## src/rtl/fk_omni_scheduler.sv

```systemverilog
// rtl/fk_omni_scheduler.sv - round-robin scheduler sharing one forward-kinematics engine among NREQ requesters
// Optional macro FKS_TIMEOUT_EN adds a WAIT-state abort timer that returns an error response.
module fk_omni_scheduler #(
   parameter int          NREQ        = 3,
   parameter int          TIMEOUT_CYC = 64,
   parameter logic [15:0] R_WHEEL_RST = 16'd100,
   parameter logic [15:0] R_BASE_RST  = 16'd200
) (
   input  logic                 clk,
   input  logic                 rst,
   input  logic [NREQ-1:0]      req,
   input  logic [NREQ*16-1:0]   req_v1,
   input  logic [NREQ*16-1:0]   req_v2,
   input  logic [NREQ*16-1:0]   req_v3,
   output logic [NREQ-1:0]      grant,
   input  logic                 cfg_we,
   input  logic [15:0]          cfg_r,
   input  logic [15:0]          cfg_R,
   output logic                 fk_start,
   output logic [15:0]          fk_v1,
   output logic [15:0]          fk_v2,
   output logic [15:0]          fk_v3,
   output logic [15:0]          fk_r,
   output logic [15:0]          fk_R,
   input  logic [31:0]          fk_Vx,
   input  logic [31:0]          fk_Vy,
   input  logic [31:0]          fk_omega,
   input  logic                 fk_done,
   output logic [NREQ-1:0]      rsp_valid,
   output logic [31:0]          rsp_Vx,
   output logic [31:0]          rsp_Vy,
   output logic [31:0]          rsp_omega,
   output logic                 rsp_err,
   output logic                 busy
);

   localparam int IDX_W = (NREQ > 1) ? $clog2(NREQ) : 1;

   typedef enum logic [1:0] {S_IDLE, S_START, S_WAIT, S_RESP} state_t;

   state_t            state_q, state_d;
   logic [IDX_W-1:0]  rr_ptr_q, rr_ptr_d;
   logic [IDX_W-1:0]  owner_q, owner_d;
   logic [NREQ-1:0]   grant_q, grant_d;
   logic [NREQ-1:0]   rsp_valid_q, rsp_valid_d;
   logic              fk_start_q, fk_start_d;
   logic              busy_q, busy_d;
   logic [15:0]       fk_v1_q, fk_v1_d;
   logic [15:0]       fk_v2_q, fk_v2_d;
   logic [15:0]       fk_v3_q, fk_v3_d;
   logic [15:0]       fk_r_q, fk_r_d;
   logic [15:0]       fk_R_q, fk_R_d;
   logic [15:0]       shadow_r_q, shadow_r_d;
   logic [15:0]       shadow_R_q, shadow_R_d;
   logic [31:0]       rsp_vx_q, rsp_vx_d;
   logic [31:0]       rsp_vy_q, rsp_vy_d;
   logic [31:0]       rsp_om_q, rsp_om_d;
`ifdef FKS_TIMEOUT_EN
   logic [15:0]       to_cnt_q, to_cnt_d;
   logic              rsp_err_q, rsp_err_d;
`endif

   logic              win_found;
   logic [IDX_W-1:0]  win_idx;
   logic [IDX_W:0]    scan_sum;
   logic [IDX_W-1:0]  scan_idx;

   // Search upward from rr_ptr, wrapping modulo NREQ; the first live request wins.
   always_comb begin
      win_found = 1'b0;
      win_idx   = '0;
      scan_sum  = '0;
      scan_idx  = '0;
      for (int k = 0; k < NREQ; k++) begin
         scan_sum = {1'b0, rr_ptr_q} + (IDX_W+1)'(k);
         if (scan_sum >= (IDX_W+1)'(NREQ)) begin
            scan_sum = scan_sum - (IDX_W+1)'(NREQ);
         end
         scan_idx = scan_sum[IDX_W-1:0];
         if (!win_found && req[scan_idx]) begin
            win_found = 1'b1;
            win_idx   = scan_idx;
         end
      end
   end

   always_comb begin
      state_d     = state_q;
      rr_ptr_d    = rr_ptr_q;
      owner_d     = owner_q;
      grant_d     = '0;
      rsp_valid_d = '0;
      fk_start_d  = 1'b0;
      fk_v1_d     = fk_v1_q;
      fk_v2_d     = fk_v2_q;
      fk_v3_d     = fk_v3_q;
      fk_r_d      = fk_r_q;
      fk_R_d      = fk_R_q;
      shadow_r_d  = shadow_r_q;
      shadow_R_d  = shadow_R_q;
      rsp_vx_d    = rsp_vx_q;
      rsp_vy_d    = rsp_vy_q;
      rsp_om_d    = rsp_om_q;
`ifdef FKS_TIMEOUT_EN
      to_cnt_d    = to_cnt_q;
      rsp_err_d   = rsp_err_q;
`endif

      if (cfg_we) begin
         shadow_r_d = cfg_r;
         shadow_R_d = cfg_R;
      end

      case (state_q)
         S_IDLE: begin
            if (win_found) begin
               state_d    = S_START;
               grant_d    = NREQ'(1) << win_idx;
               fk_start_d = 1'b1;
               owner_d    = win_idx;
               fk_v1_d    = req_v1[{win_idx, 4'b0000} +: 16];
               fk_v2_d    = req_v2[{win_idx, 4'b0000} +: 16];
               fk_v3_d    = req_v3[{win_idx, 4'b0000} +: 16];
               // Old shadow is used even if cfg_we lands on this same edge.
               fk_r_d     = shadow_r_q;
               fk_R_d     = shadow_R_q;
            end
         end
         S_START: begin
            state_d = S_WAIT;
`ifdef FKS_TIMEOUT_EN
            to_cnt_d = '0;
`endif
         end
         S_WAIT: begin
            if (fk_done) begin
               state_d     = S_RESP;
               rsp_valid_d = NREQ'(1) << owner_q;
               rsp_vx_d    = fk_Vx;
               rsp_vy_d    = fk_Vy;
               rsp_om_d    = fk_omega;
`ifdef FKS_TIMEOUT_EN
               rsp_err_d   = 1'b0;
`endif
            end
`ifdef FKS_TIMEOUT_EN
            else if (to_cnt_q == 16'(TIMEOUT_CYC - 1)) begin
               state_d     = S_RESP;
               rsp_valid_d = NREQ'(1) << owner_q;
               rsp_vx_d    = '0;
               rsp_vy_d    = '0;
               rsp_om_d    = '0;
               rsp_err_d   = 1'b1;
            end else begin
               to_cnt_d = to_cnt_q + 16'd1;
            end
`endif
         end
         S_RESP: begin
            state_d  = S_IDLE;
            rr_ptr_d = (owner_q == IDX_W'(NREQ - 1)) ? '0 : owner_q + 1'b1;
         end
         default: state_d = S_IDLE;
      endcase

      busy_d = (state_d != S_IDLE);
   end

   always_ff @(posedge clk or negedge rst) begin
      if (!rst) begin
         state_q     <= S_IDLE;
         rr_ptr_q    <= '0;
         owner_q     <= '0;
         grant_q     <= '0;
         rsp_valid_q <= '0;
         fk_start_q  <= 1'b0;
         busy_q      <= 1'b0;
         fk_v1_q     <= '0;
         fk_v2_q     <= '0;
         fk_v3_q     <= '0;
         fk_r_q      <= R_WHEEL_RST;
         fk_R_q      <= R_BASE_RST;
         shadow_r_q  <= R_WHEEL_RST;
         shadow_R_q  <= R_BASE_RST;
         rsp_vx_q    <= '0;
         rsp_vy_q    <= '0;
         rsp_om_q    <= '0;
`ifdef FKS_TIMEOUT_EN
         to_cnt_q    <= '0;
         rsp_err_q   <= 1'b0;
`endif
      end else begin
         state_q     <= state_d;
         rr_ptr_q    <= rr_ptr_d;
         owner_q     <= owner_d;
         grant_q     <= grant_d;
         rsp_valid_q <= rsp_valid_d;
         fk_start_q  <= fk_start_d;
         busy_q      <= busy_d;
         fk_v1_q     <= fk_v1_d;
         fk_v2_q     <= fk_v2_d;
         fk_v3_q     <= fk_v3_d;
         fk_r_q      <= fk_r_d;
         fk_R_q      <= fk_R_d;
         shadow_r_q  <= shadow_r_d;
         shadow_R_q  <= shadow_R_d;
         rsp_vx_q    <= rsp_vx_d;
         rsp_vy_q    <= rsp_vy_d;
         rsp_om_q    <= rsp_om_d;
`ifdef FKS_TIMEOUT_EN
         to_cnt_q    <= to_cnt_d;
         rsp_err_q   <= rsp_err_d;
`endif
      end
   end

   assign grant     = grant_q;
   assign fk_start  = fk_start_q;
   assign fk_v1     = fk_v1_q;
   assign fk_v2     = fk_v2_q;
   assign fk_v3     = fk_v3_q;
   assign fk_r      = fk_r_q;
   assign fk_R      = fk_R_q;
   assign rsp_valid = rsp_valid_q;
   assign rsp_Vx    = rsp_vx_q;
   assign rsp_Vy    = rsp_vy_q;
   assign rsp_omega = rsp_om_q;
   assign busy      = busy_q;
`ifdef FKS_TIMEOUT_EN
   assign rsp_err   = rsp_err_q;
`else
   assign rsp_err   = 1'b0;
`endif

endmodule
```

## config.mk

```make
export PLATFORM = sky130hd
export DESIGN_NAME = fk_omni_scheduler
export DESIGN_NICKNAME = d
export VERILOG_FILES = /design/src/rtl/fk_omni_scheduler.sv
export SDC_FILE = /design/constraint.sdc
export NUM_CORES = 1
export LEC_CHECK = 0
export CAP_MARGIN = 30
export CORE_AREA = 8 8 174 176
export CTS_CLUSTER_DIAMETER = 40
export DETAILED_ROUTE_END_ITERATION = 8
export DIE_AREA = 0 0 182 184
export DONT_BUFFER_PORTS = 1
export GPL_ROUTABILITY_DRIVEN = 0
export PLACE_DENSITY = 0.63
export SLEW_MARGIN = 20
export SYNTH_ARGS = -nofsm -noshare
export SYNTH_HDL_FRONTEND = slang
export SYNTH_SLANG_ARGS = --single-unit
```

## constraint.sdc

```tcl
create_clock -name clk -period 2.7 [get_ports clk]
set_input_delay 0.27 -clock clk [delete_from_list [all_inputs] [get_ports clk]]
set_output_delay 0.27 -clock clk [all_outputs]
set_load 0.1 [all_outputs]
```

==> metrics, run 1 <==
status complete, but fails checks; failing checks hold timing; Avg WL per Cell between 20 and 25 µm; largest net degree at the start of global routing around 220; DIE HEIGHT around 180 µm; FF-to-FF End fk_v3[10]; Worst EP arrival roughly 3 ns; EDFF count, synth 0; antenna violations before repair 4; final period utilization between 90 and 100%; area grow syn2layout 35.8%; Slew @ Worst Pin 1.02 ns; Mapped Cells 1,006; layout cell share with drive strength beyond 1 23.2%; path depth of the worst reg2reg path 8; asr flop ratio synth between 90% and 100%; Netlist cell types 46; max cap viols 0; clk sink count about 220; R2R setup slack approximately 0.11 ns; crit path from rr_ptr_q[0]; remaining antenna violation count 0; worst setup margin around 0.11 ns; worst path required time between 3 and 4 ns; Yosys reg bits about 220; Clock Path Buffers 3; chip width around 180 µm; minimum clock period ~2.6 ns; drt via density slightly below 6; CTS tree built; First-pass DRT Iterations 5; Clock Skew just under 0.03 ns; max-slew violation count 0; post-synth net total 1,292; top-level I/O count approximately 460; DRC viols 0; # setup viols final 0; core area ~27,000 µm²; vias between 9k and 10k; final WL 39,400 µm; clk_lat worst skew 0.51 ns; slew margin rel. 32.3%; Layout Cell Area excl Fill about 15,000 µm²; startpoint types flop; CP endpoint fk_v3[10]; number of global-route vias before repair 9,596; clk root buf clkbuf_16; GRT Overall Usage 22.6%; DP Worst Slack roughly 0.14 ns; buffer count from post-CTS setup fixing 0; CTS clk-pin slew, worst paths approximately 0.050 ns; YS warnings 0; Hold Worst Slack -0.529 ns; Synth Flop Type dfrtp_1; CP Max Fanout ~50; crit path kind reg2reg; final hold vios 222; f_max between 0.3 and 0.4 GHz; Detailed Place HPWL between 20,000 and 30,000 µm; Final TNS setup 0 ns; Die ar. ~33,000 µm²; Cell Area, Synth about 11,000 µm²; DR iter-0 viols approximately 750; Syn Area/Cell roughly 11 µm²; H-Tree Depth 2; row cnt around 60; first-pass GRT wire length 60,000 µm; setup repair after global routing missed its margin false; GR Overflow Total 0; number of CTS-inserted buffers 37; critical path endpoint category flop; Seq/Total Area, Yosys between 50% and 60%; reg-to-reg startpoint rr_ptr_q[0]; Initial Util 39.5%; post-cts repair resize count 0; worst hold path type in2async; # port buffers 0; hold buffers post-CTS about 210; Final #Nets roughly 1.5k; placed instance area ~11,000 µm²
layout by cell type, fill, tap and decap left out, types with 7 or more instances in the layout:
| cell | n |
|---|---|
| dfstp_2 | 12 |
| dlygate4sd3_1 | 207 |
| buf_4 | 45 |
| clkbuf_16 | 38 |
| a21boi_0 | 48 |
| a211oi_1 | 48 |
| nand3_1 | 49 |
| buf_12 | 10 |
| inv_1 | 7 |
| and3_1 | 48 |
| nand2_1 | 151 |
| o211ai_1 | 37 |
| o2111ai_1 | 48 |
| mux2_2 | 128 |
| dfrtp_1 | 210 |
| o211ai_2 | 12 |
| a21oi_1 | 50 |
synthesized netlist by cell type, types with 2 or more instances:
cell type,number,area [µm²]
o31ai_1,2,15.0
nor3_1,2,10.0
and2_1,2,12.5
nand3b_1,3,22.5
o21ai_0,3,15.0
and3_1,48,300
o2111ai_1,48,420
mux2_2,128,1440
o211ai_2,12,150
nor2b_1,2,12.5
nor2_1,4,15.0
dfstp_2,12,315
o21a_1,3,22.5
a21boi_0,48,360
a211oi_1,48,360
nand3_1,49,245
buf_6,6,67.6
a21oi_1,50,250
nand2_1,152,571
dfrtp_1,210,5260
mux2i_2,2,27.5
and3b_1,2,17.5
o211ai_1,37,278
buf_4,2,15.0
inv_1,7,26.3
buf_2,21,105
clkbuf_1,61,229
nor3b_1,2,15.0
ha_1,7,87.6
a211o_1,4,35.0
buf_1,14,52.6
metrics by stage:
stage          util (%)  hold WS, ns  std cells
3_3_place_gp       41.6      -0.0167       1303
6_report           53.7       -0.529       1580
2_1_floorplan         -      -0.0256       1006
5_1_grt            53.7       -0.558       1580
3_5_place_dp       41.6      -0.0186       1303
4_1_cts            53.7       -0.565       1576
cell type report:
class                      instances  area, µm²
antenna                            4       10.0
clock inverter                    23        263
inverter                           9       33.8
sequential                       222       5570
fill                            2268      12700
multi-input combinational        671       4840
tap                              346        433
clock buffer                      43        990
timing repair buffer             262       2610
per-layer routing:
layer / wire length, µm / global-route usage, % / vias up
li1: - / - / 4075
met1: 14200 / 26.1 / 4452
met2: 19600 / 38.3 / 566
met3: 4090 / 7.69 / 103
met4: 1540 / 8.95 / 0
met5: 0 / 0 / -
worst min path at each step:
stage	endpoint	startpoint	slack (ns)
floorplan	busy	rst	-0.03
global placement	fk_v3[3]	rst	-0.02
detailed placement	fk_v3[3]	rst	-0.02
CTS	fk_r[9]	rst	-0.57
global route	shadow_R_q[4]	rst	-0.56
finish	fk_v3[3]	rst	-0.53
critical path: stages, from the launching register on:
cell and delay, ns:
dfrtp_1 0.37, inv_1 0.08, ha_2 0.37, mux2i_2 0.30, o32ai_1 0.19, o31a_2 0.41, or2_2 0.33, buf_12 0.21
o211ai_1 0.22
logic make-up (layout without fill, tap and decap cells):
logic type	after synthesis	count (layout)	synth area share, %
mux	130	130	13.5
buf+inv	113	337	4.63
simple gates	270	270	11.5
other cells	1	5	0.0345
flops	222	222	51.3
compound gates	263	263	18.2
fa+ha+maj	7	7	0.807
Power of run 1 is left out: the tool's default activity adds up to more than one toggle a clock period on the data nets, which glitch-free logic cannot reach.
==> inputs of run 2 (changes only) <==
Settings changed: ABC_AREA set to 1, CORE_AREA 8 8 174 176 to 8 8 173 175, DIE_AREA 0 0 182 184 to 0 0 181 183, PLACE_DENSITY 0.63 to 0.6.
==> run 2 against run 1 <==
Compared with the run above: the flow still finishes with violations (hold timing); register-to-register slack gained 0.15 ns; via count shrank 9.1%; wire length shrank 14%; clock skew shrank 0.015 ns; fmax grew 6.3%; global-route usage shrank 3.0 points; critical endpoint unchanged; synthesized cell count grew 9.7%; cell area shrank 5.8%; count of clock-buffer cells in the layout grew 1; worst hold slack gained 0.013 ns.
==> metrics, run 2 <==
status complete, but fails checks (unchanged); failing checks hold timing (unchanged); layout cell share with drive strength beyond 1 16.2% (was 23.2%); Mapped Cells 1,104 (was 1,006); minimum clock period 2.44 ns (was 2.59 ns); GRT Overall Usage 19.6% (was 22.6%); worst hold path type in2async (unchanged); CTS tree built (unchanged); EDFF count, synth 0 (unchanged); Worst EP arrival 2.82 ns (was 3.00 ns); DP Worst Slack 0.254 ns (was 0.138 ns); H-Tree Depth 2 (unchanged); Clock Skew 0.0142 ns (was 0.0288 ns); max-slew violation count 0 (unchanged); clk root buf clkbuf_16 (unchanged); clk_lat worst skew 0.50 ns (was 0.51 ns); DR iter-0 viols 683 (was 747); Netlist cell types 29 (was 46); startpoint types flop (unchanged); top-level I/O count 464 (unchanged); first-pass GRT wire length 52,100 µm (was 60,000 µm); buffer count from post-CTS setup fixing 0 (unchanged); Cell Area, Synth 10,100 µm² (was 10,900 µm²); CTS clk-pin slew, worst paths 0.06 ns (was 0.05 ns); asr flop ratio synth 100% (unchanged); FF-to-FF End fk_v3[10] (unchanged); final hold vios 222 (unchanged); worst path required time 3.08 ns (was 3.11 ns); count leader, synth nand2_1 (was dfrtp_1); DRC viols 0 (unchanged); YS warnings 0 (unchanged); Hold Worst Slack -0.516 ns (was -0.529 ns); hold buffers post-CTS 210 (was 207); area leader, netlist dfrtp_1 (unchanged); GR Overflow Total 0 (unchanged); clk sink count 222 (unchanged); Slew @ Worst Pin 0.967 ns (was 1.02 ns); core area 27,300 µm² (was 27,500 µm²); antenna violations before repair 2 (was 4); commonest non-fill, non-tap cell in the layout nand2_1 (was dfrtp_1); chip width 181 µm (was 182 µm); setup repair after global routing missed its margin false (unchanged); Yosys reg bits 222 (unchanged); final WL 33,900 µm (was 39,400 µm); final period utilization 90.4% (was 96.0%); Clock Path Buffers 3 (unchanged); remaining antenna violation count 0 (unchanged); number of CTS-inserted buffers 35 (was 37); Avg WL per Cell 20.0 µm (was 24.9 µm); Final TNS setup 0 ns (unchanged); vias 8,359 (was 9,196); commonest non-fill, non-tap cells in the layout nand2_1 (273), dfrtp_1 (210), dlygate4sd3_1 (209) (was dfrtp_1 (210), dlygate4sd3_1 (207), nand2_1 (151)); area grow syn2layout 37.6% (was 35.8%); post-cts repair resize count 0 (unchanged); number of global-route vias before repair 8,775 (was 9,596); critical path endpoint category flop (unchanged); Die ar. 33,100 µm² (was 33,500 µm²); # port buffers 0 (unchanged); top cells by area, synth dfrtp_1 (52%), mux2_2 (11%), nand2_1 (10%) (was dfrtp_1 (48%), mux2_2 (13%), nand2_1 (5.3%)); worst setup margin 0.260 ns (was 0.108 ns); slew margin rel. 35.5% (was 32.3%); max cap viols 0 (unchanged); largest net degree at the start of global routing 223 (unchanged); post-synth net total 1,390 (was 1,292); ranking of synthesized cells by instance count nand2_1 (275), dfrtp_1 (210), inv_1 (189), nand3_1 (154), mux2_2 (96) (was dfrtp_1 (210), nand2_1 (152), mux2_2 (128), clkbuf_1 (61), a21oi_1 (50)); row cnt 61 (unchanged); Syn Area/Cell 9.15 µm² (was 10.8 µm²); First-pass DRT Iterations 5 (unchanged); Initial Util 37.0% (was 39.5%); # placed instances 1,421 (was 1,303); Final #Nets 1,608 (was 1,489); Synth Flop Type dfrtp_1 (unchanged); crit path kind reg2reg (unchanged); path depth of the worst reg2reg path 12 (was 8); CP Max Fanout 48 (was 49); f_max 0.410 GHz (was 0.386 GHz); post-route insts no fill 1,697 (was 1,580); Detailed Place HPWL 22,400 µm (was 26,000 µm); Yosys top cell area share 52.0% (was 48.4%); Seq/Total Area, Yosys 55.1% (was 51.3%); # setup viols final 0 (unchanged); DIE HEIGHT 183 µm (was 184 µm); drt via density 4.93 (was 5.82); reg-to-reg startpoint rr_ptr_q[0] (unchanged); R2R setup slack 0.26 ns (was 0.11 ns)
[run 2: changes by cell type after synthesis, sizes merged, moves of 48 or more]
cell / previous run / this run
inv: 8 / 192
o2111ai: 48 / 0
a211oi: 48 / 0
o211ai: 49 / 1
nand3: 49 / 156
o21ai: 4 / 69
nand2: 152 / 278
and3: 48 / 0
a21oi: 50 / 1
[run 2: worst max path at each step]
stage / from / to / slack, ns / cells after the start
final: rr_ptr_q[0] / fk_v3[10] / 0.26 / 12
after global routing: rr_ptr_q[0] / fk_v1[15] / 0.04 / 12
after CTS: rr_ptr_q[0] / fk_v3[10] / 0.25 / 12
after detailed placement: rr_ptr_q[0] / fk_v3[10] / 0.25 / 12
after global placement: rr_ptr_q[0] / fk_v1[15] / 0.33 / 12
after floorplan: rr_ptr_q[0] / fk_R[10] / 0.72 / 12
[run 2: cells by family (layout without fill, tap and decap cells)]
| kind of cell | Yosys count | count (layout) | share of synthesized area, % |
|---|---|---|---|
| AND/OR/NAND/NOR | 450 | 450 | 19.1 |
| buffers and inverters | 255 | 499 | 10.4 |
| flip-flops | 222 | 222 | 55.1 |
| multiplexers | 96 | 96 | 10.7 |
| AO/OA/AOI/OAI | 73 | 73 | 3.73 |
| adder cells (fa/ha/maj) | 7 | 7 | 0.867 |
| other | 1 | 4 | 0.0371 |
[run 2: area by class of cell]
class	count	area, µm²
sequential	222	5570
inverter	192	721
clock inverter	19	246
multi-input combinational	627	3500
tap	346	433
timing repair buffer	244	2430
clock buffer	44	991
antenna	3	7.51
fill	2368	13400
[run 2: worst max-delay path, stage by stage, from the launching register on]
cell and delay, ns:
dfrtp_1 0.39, inv_1 0.08, ha_1 0.41, inv_2 0.07
nand2_1 0.07, nand3_1 0.06, nand2_1 0.11, nand3_1 0.12
nand3_2 0.11, buf_4 0.46, nand3_1 0.14, nand3_1 0.20
nand2_1 0.08
[run 2: per-layer routing]
metal / global-route usage, % / wire length [µm]
met1: 21.6 / 12300
met2: 34.4 / 17000
met3: 7.30 / 3430
met4: 7.35 / 1170
met5: 0 / 0
[run 2: metrics by stage]
step | instance area [µm²] | utilization, %
6_report | 13900 | 50.9
5_1_grt | 13900 | 50.9
4_1_cts | 13900 | 50.8
3_5_place_dp | 10500 | 38.6
3_3_place_gp | 10500 | 38.6
2_1_floorplan | 10100 | -
Power of run 2 is left out for the same reason.
==> inputs of run 3 (changes only) <==
Settings changed: SKIP_LAST_GASP set to 1.
==> results of run 3 <==
Same layout as run 2: the final DEF is identical, and so are final timing and power.
Power of run 3 is left out for the same reason.
